### src/rtl/rr_arb4.sv
// Four-way round-robin arbiter with a release gap between grants.
// Optional grant timeout is enabled by defining RR_ARB4_TIMEOUT_EN (adds the tmo output).
module rr_arb4 (
  input  logic       clk,
  input  logic       rst_n,
  input  logic [3:0] req,
  input  logic       done,
  output logic [3:0] gnt,
  output logic [1:0] sel,
  output logic       en,
  output logic [1:0] ptr,
  output logic [1:0] state_dbg
`ifdef RR_ARB4_TIMEOUT_EN
  ,
  output logic       tmo
`endif
);

  // Handshake: a requester raises req[k] and holds it; gnt[k] is its grant.
  // The owner keeps the grant until it pulses done or drops req[k].
  typedef enum logic [1:0] {
    IDLE  = 2'd0,
    GRANT = 2'd1,
    GAP   = 2'd2
  } state_t;

  state_t     state_q, state_d;
  logic [1:0] sel_d, ptr_d;
  logic       en_d;
  logic [1:0] pick_idx;
  logic [1:0] idx;
  logic       found;
  logic       tmo_hit;
  logic       release_now;

  // First set request bit scanning upward from ptr, wrapping mod 4.
  always_comb begin
    found    = 1'b0;
    pick_idx = ptr;
    idx      = 2'd0;
    for (int k = 0; k < 4; k++) begin
      idx = ptr + 2'(k);
      if (!found && req[idx]) begin
        pick_idx = idx;
        found    = 1'b1;
      end
    end
  end

`ifdef RR_ARB4_TIMEOUT_EN
  logic [3:0] cnt_q;
  logic       tmo_q;

  assign tmo_hit = (state_q == GRANT) && (cnt_q == 4'd15);
  assign tmo     = tmo_q;

  always_ff @(posedge clk or negedge rst_n) begin
    if (!rst_n) begin
      cnt_q <= 4'd0;
      tmo_q <= 1'b0;
    end else begin
      tmo_q <= tmo_hit;
      if (state_q == IDLE && found) cnt_q <= 4'd0;
      else if (state_q == GRANT)    cnt_q <= cnt_q + 4'd1;
    end
  end
`else
  assign tmo_hit = 1'b0;
`endif

  // done, a dropped request and a timeout all collapse into one release.
  assign release_now = done | ~req[sel] | tmo_hit;

  always_comb begin
    state_d = state_q;
    sel_d   = sel;
    en_d    = en;
    ptr_d   = ptr;
    case (state_q)
      IDLE: begin
        if (found) begin
          sel_d   = pick_idx;
          en_d    = 1'b1;
          state_d = GRANT;
        end
      end
      GRANT: begin
        if (release_now) begin
          en_d    = 1'b0;
          ptr_d   = sel + 2'd1;
          state_d = GAP;
        end
      end
      GAP: begin
        en_d    = 1'b0;
        state_d = IDLE;
      end
      default: begin
        en_d    = 1'b0;
        state_d = IDLE;
      end
    endcase
  end

  always_ff @(posedge clk or negedge rst_n) begin
    if (!rst_n) begin
      state_q <= IDLE;
      sel     <= 2'd0;
      en      <= 1'b0;
      ptr     <= 2'd0;
    end else begin
      state_q <= state_d;
      sel     <= sel_d;
      en      <= en_d;
      ptr     <= ptr_d;
    end
  end

  // Decoded from registers only, so reset removes the grant asynchronously.
  always_comb begin
    gnt = 4'b0000;
    if (en) gnt[sel] = 1'b1;
  end

  assign state_dbg = state_q;

endmodule

### config.mk
export PLATFORM = sky130hd
export DESIGN_NAME = rr_arb4
export DESIGN_NICKNAME = d
export VERILOG_FILES = /design/src/rtl/rr_arb4.sv
export SDC_FILE = /design/constraint.sdc
export NUM_CORES = 1
export LEC_CHECK = 0
export BUFFER_PORTS_ARGS = -buffer_cell sky130_fd_sc_hd__buf_2
export CORE_AREA = 3 3 40 42
export CTS_CLUSTER_DIAMETER = 120
export DETAILED_ROUTE_END_ITERATION = 7
export DIE_AREA = 0 0 43 45
export PLACE_DENSITY = 0.62
export SYNTH_ARGS = -nofsm -noshare
export SYNTH_HDL_FRONTEND = slang
export SYNTH_SLANG_ARGS = --single-unit
### constraint.sdc
create_clock -name clk -period 1.6 [get_ports clk]
set_input_delay 0.16 -clock clk [delete_from_list [all_inputs] [get_ports clk]]
set_output_delay 0.16 -clock clk [all_outputs]
set_load 0.05 [all_outputs]
Word-level counts from Yosys, hierarchy flattened
Index checks and enable logic that the tools add are counted.
W data, S select, Z words.

cells by class
  $add $sub $neg = 4
  $mul = 0
  div/mod/pow operators = 0
  $lt $le $gt $ge = 6
  eq/ne operators = 3
  shift-type cells = 0
  multiplexer cells = 26
  bitwise logic cells = 2
  reduce and logical (&&, ||, !) cells = 11

operator list
  cell                   count
  $lt A2 B3 Y1 const B   5
  $mux W1                12
  $bmux W1 S2            5
  $mux W2                5
  $reduce_and A2 Y1      3
  $add A2 B1 Y2 const B  2
  $add A2 B2 Y2 const B  2
  $logic_and A1 B1 Y1    4
  $mux W4                1
  $ne A2 B2 Y1 const B   2
  $pmux W2 S2            1
  $logic_not A1 Y1       3
  $demux W1 S2           1
  $eq A2 B1 Y1 const B   1
  $ge A2 B1 Y1 const B   1
  $logic_not A2 Y1       1
  $pmux W1 S2            1
  $not A1 Y1             1
  $or A1 B1 Y1           1

word-level totals
  bits in registers = 7
  bits in latches = 0
  RAM bits = 0
  ROM bits = 0
  input bits = 7
  output and inout bits = 11
  logic and storage cells = 56
  memories = 0

Logic depth before layout (Yosys ltp)
  depth after elaboration = 14
  depth in mapped cells = 3

Least setup slack after synthesis
No wires, ideal clock.

  path kind = flip-flop to flip-flop
  start = reg sel[0]
  end = reg ptr[1]
  data arrival time = 1,736 ps
  required time = 1,475 ps
  path slack = -261 ps
  cell stages (with the launch flop) = 4
  period minus slack after synthesis = 1,861 ps
  path through = dfrtp_1 mux2_4 a221oi_4 mux2_4

between the ends
  word-level cells in the longest chain between the ends = 5

ends and longest elaborated chain
  item                                RTL line  source
  start, declared                     9         output logic [1:0] sel,
  start signal, assigned              113       sel <= sel_d;
  $bmux W1 S2                         72        assign release_now = done | ~req[sel] | tmo_hit;
  $mux W1 (implied by the code)       72
  $not A1 Y1                          72
  $or A1 B1 Y1                        72
  $reduce_and A2 Y1 (no source line)  --
  end signal, assigned                115       ptr <= ptr_d;
  end, declared                       11        output logic [1:0] ptr,

Parallel ways exist; a longest one is shown, timed or not. The select of a mux whose other input is x is not followed.
A chain may end at the register's enable or synchronous reset.

Final worst setup path
  start = reg sel[0]
  end = reg ptr[0]

Same word-level chain as after synthesis.

==> metrics.cfg <==
[setup_path]
required_ns = 1.73
setup.worst_path.end_class = flop
path_cells = mux2_4 > a221oi_4 > mux2_4
timing.rr.end = ptr[0]
critPathLaunch = sel[0]
start_kind = flop
critPathSlowestCell = dfrtp_2
reg2reg_depth = 3
crit_type = reg -> reg
path_max_fanout = 3
r2r_setup_slack_ns = 0.05
crit_arrival_ns = 1.68
critPathMostFrequentCell = mux2_4
r2r_start = sel[0]
path_buf_inv = 0
crit_family = multiplexers
cpPeakStageDelay_ns = 0.43

[layout]
area_delta_synth_final_pct = 33.3
nNetsFinal = 83
fillers = 127
fin_util_pct = 50.2
diodes = 0
drive_above_1_share_pct = 43.7

[sta]
skew_ns = 0.00591
max_freq_mhz = 646
setup_ws_ns = 0.0527
maxSlewViolCount = 0
period_share_pct = 96.7
post-route-min-period_ns = 1.55
relSlewSlack_pct = 74.5
finalHoldViolations = 0
grt_setup_unrepaired = no
tightest_slew_ns = 0.374
setup_viol = 0

[clock_tree]
clockBufferDepth = 2
cts_tree = yes
clk_latency_ns = 0.25
cts.sinks = 6
cts_made_buffers = 3
root_buffer = clkbuf_4
clkTransAtPathRegs_ns = 0.05
h-tree-depth = 1

[floorplanning]
pin_count = 18
die_area_um2 = 1940
dieHeight_um = 45
core_um2 = 1280
start_util_pct = 37.7
rows = 13
die_w_um = 43

[run]
drv_cap = 0

[synthesis]
ys_types = 20
synth_mux_area_share_pct = 12.4
yosys.area.top_type_share_pct = 31.0
synthAdderAreaFrac_pct = 10.3
synth_xor_area_share_pct = 0
synth_common_cells = dfrtp_1 (6), and2_1 (4), ha_1 (4), mux2_4 (4), nand2b_1 (4)
synth_top_family_by_area = simple AND/OR/NAND/NOR gates
syn-cell-area_um2 = 484
synth_flop_cell = dfrtp_1
syn_avg_cell_area_um2 = 10.1
synthSimpleGateAreaFrac_pct = 22.5
synth_top_cell_by_area = dfrtp_1
synth-seq-cells = 6
postSynthCellCount = 48
yosysWarnings = 0
synthArstFlopShare_pct = 100
ys_seq_area_share_pct = 31.0
synth_edf_count = 0
syn_nets = 59
synthMostInstantiatedCell = dfrtp_1
yosys-top-cells-area = dfrtp_1 (31%), mux2_4 (12%), ha_1 (10%)
synth_compound_area_share_pct = 19.9

[placement]
portBuffers = 17
dpl.hpwl_um = 908
place_ws_ns = 0.0747
gp_congestion = 0.745

[global_routing]
grt_antenna_before_repair = 0
grt_overflow = 0
grt_pass1_vias = 416
grt_pass1_wl_um = 1970
grt_start_max_net_pins = 9
groute.usage.overall_pct = 13.9

[route]
viasPerCell = 4.93
ant_nets = 0
dr.pass1.iters = 3
wirelength_um = 1190
routedWlPerCell_um = 13.8
drc = 0
drtIter0Drc = 1
vias = 424

[worst_hold_path]
hp-class = in -> async

[outcome]
status = completed

metal layers:
metal / part of all wire, % / up-vias / GRT usage [%]
li1: - / 213 / -
met3: 6.8 / 0 / 6.37
met2: 46 / 11 / 21.0
met4: 0 / 0 / 1.81
met1: 47 / 200 / 18.9
met5: 0 / - / 0
sequential cells by signal, indices dropped and copies added (netlist names):
name,flops
ptr,2
sel,2
state_dbg,2
timing repair:
item,in CTS,in global routing
setup endpoints to repair,1,2
gates resized for setup,1,4
endpoints found under the hold margin,6,0
hold buffers,1,0
setup buffers,0,0
gates cloned,0,0
cell families after synthesis:
| group | Yosys count |
|---|---|
| buffers and inverters | 4 |
| flip-flops | 6 |
| AND/OR/NAND/NOR | 18 |
| AO/OA/AOI/OAI | 12 |
| adder cells (fa/ha/maj) | 4 |
| multiplexers | 4 |
per-stage QoR:
step | setup TNS, ns | instance area, µm² | std cells | hold WS, ns
floorplan | -0.141 | 485 | 48 | -0.136
global placement | 0 | 597 | 81 | -0.0109
detailed placement | 0 | 597 | 81 | -0.00567
CTS | 0 | 636 | 86 | 0.264
global route | 0 | 646 | 86 | 0.261
finish | 0 | 646 | 86 | 0.260
cell type report:
class / instances / area (µm²) / area share [%]
clock buffers: 4 / 26.3 / 4.07
inverters: 3 / 11.3 / 1.74
multi-input cells: 38 / 315 / 48.8
flip-flops and latches: 6 / 151 / 23.4
well taps: 15 / 18.8 / 2.91
repair buffers: 20 / 123 / 19.0
worst max path at each step:
| stage | endpoint | slack (ns) | cells after the start |
|---|---|---|---|
| 2_1_floorplan | ptr[1] | -0.07 | 3 |
| 3_3_place_gp | ptr[0] | 0.1 | 3 |
| 3_5_place_dp | ptr[1] | 0.07 | 3 |
| 4_1_cts | gnt[2] | 0.007 | 5 |
| 5_1_grt | gnt[0] | 0.002 | 5 |
| 6_report | ptr[0] | 0.05 | 3 |
cells in the final DEF, fill, tap and decap left out, types with 3 or more instances in the layout:
cell type	count
nand2b_1	4
and2_1	4
clkbuf_4	3
mux2_4	4
ha_1	4
buf_2	15
or2_2	3
nor2b_1	3
o21ai_0	3
inv_1	3
a21oi_1	3
dfrtp_1	5
Power is not shown: default switching activity piles up to over one toggle a cycle in this logic, so the estimate is an artifact.
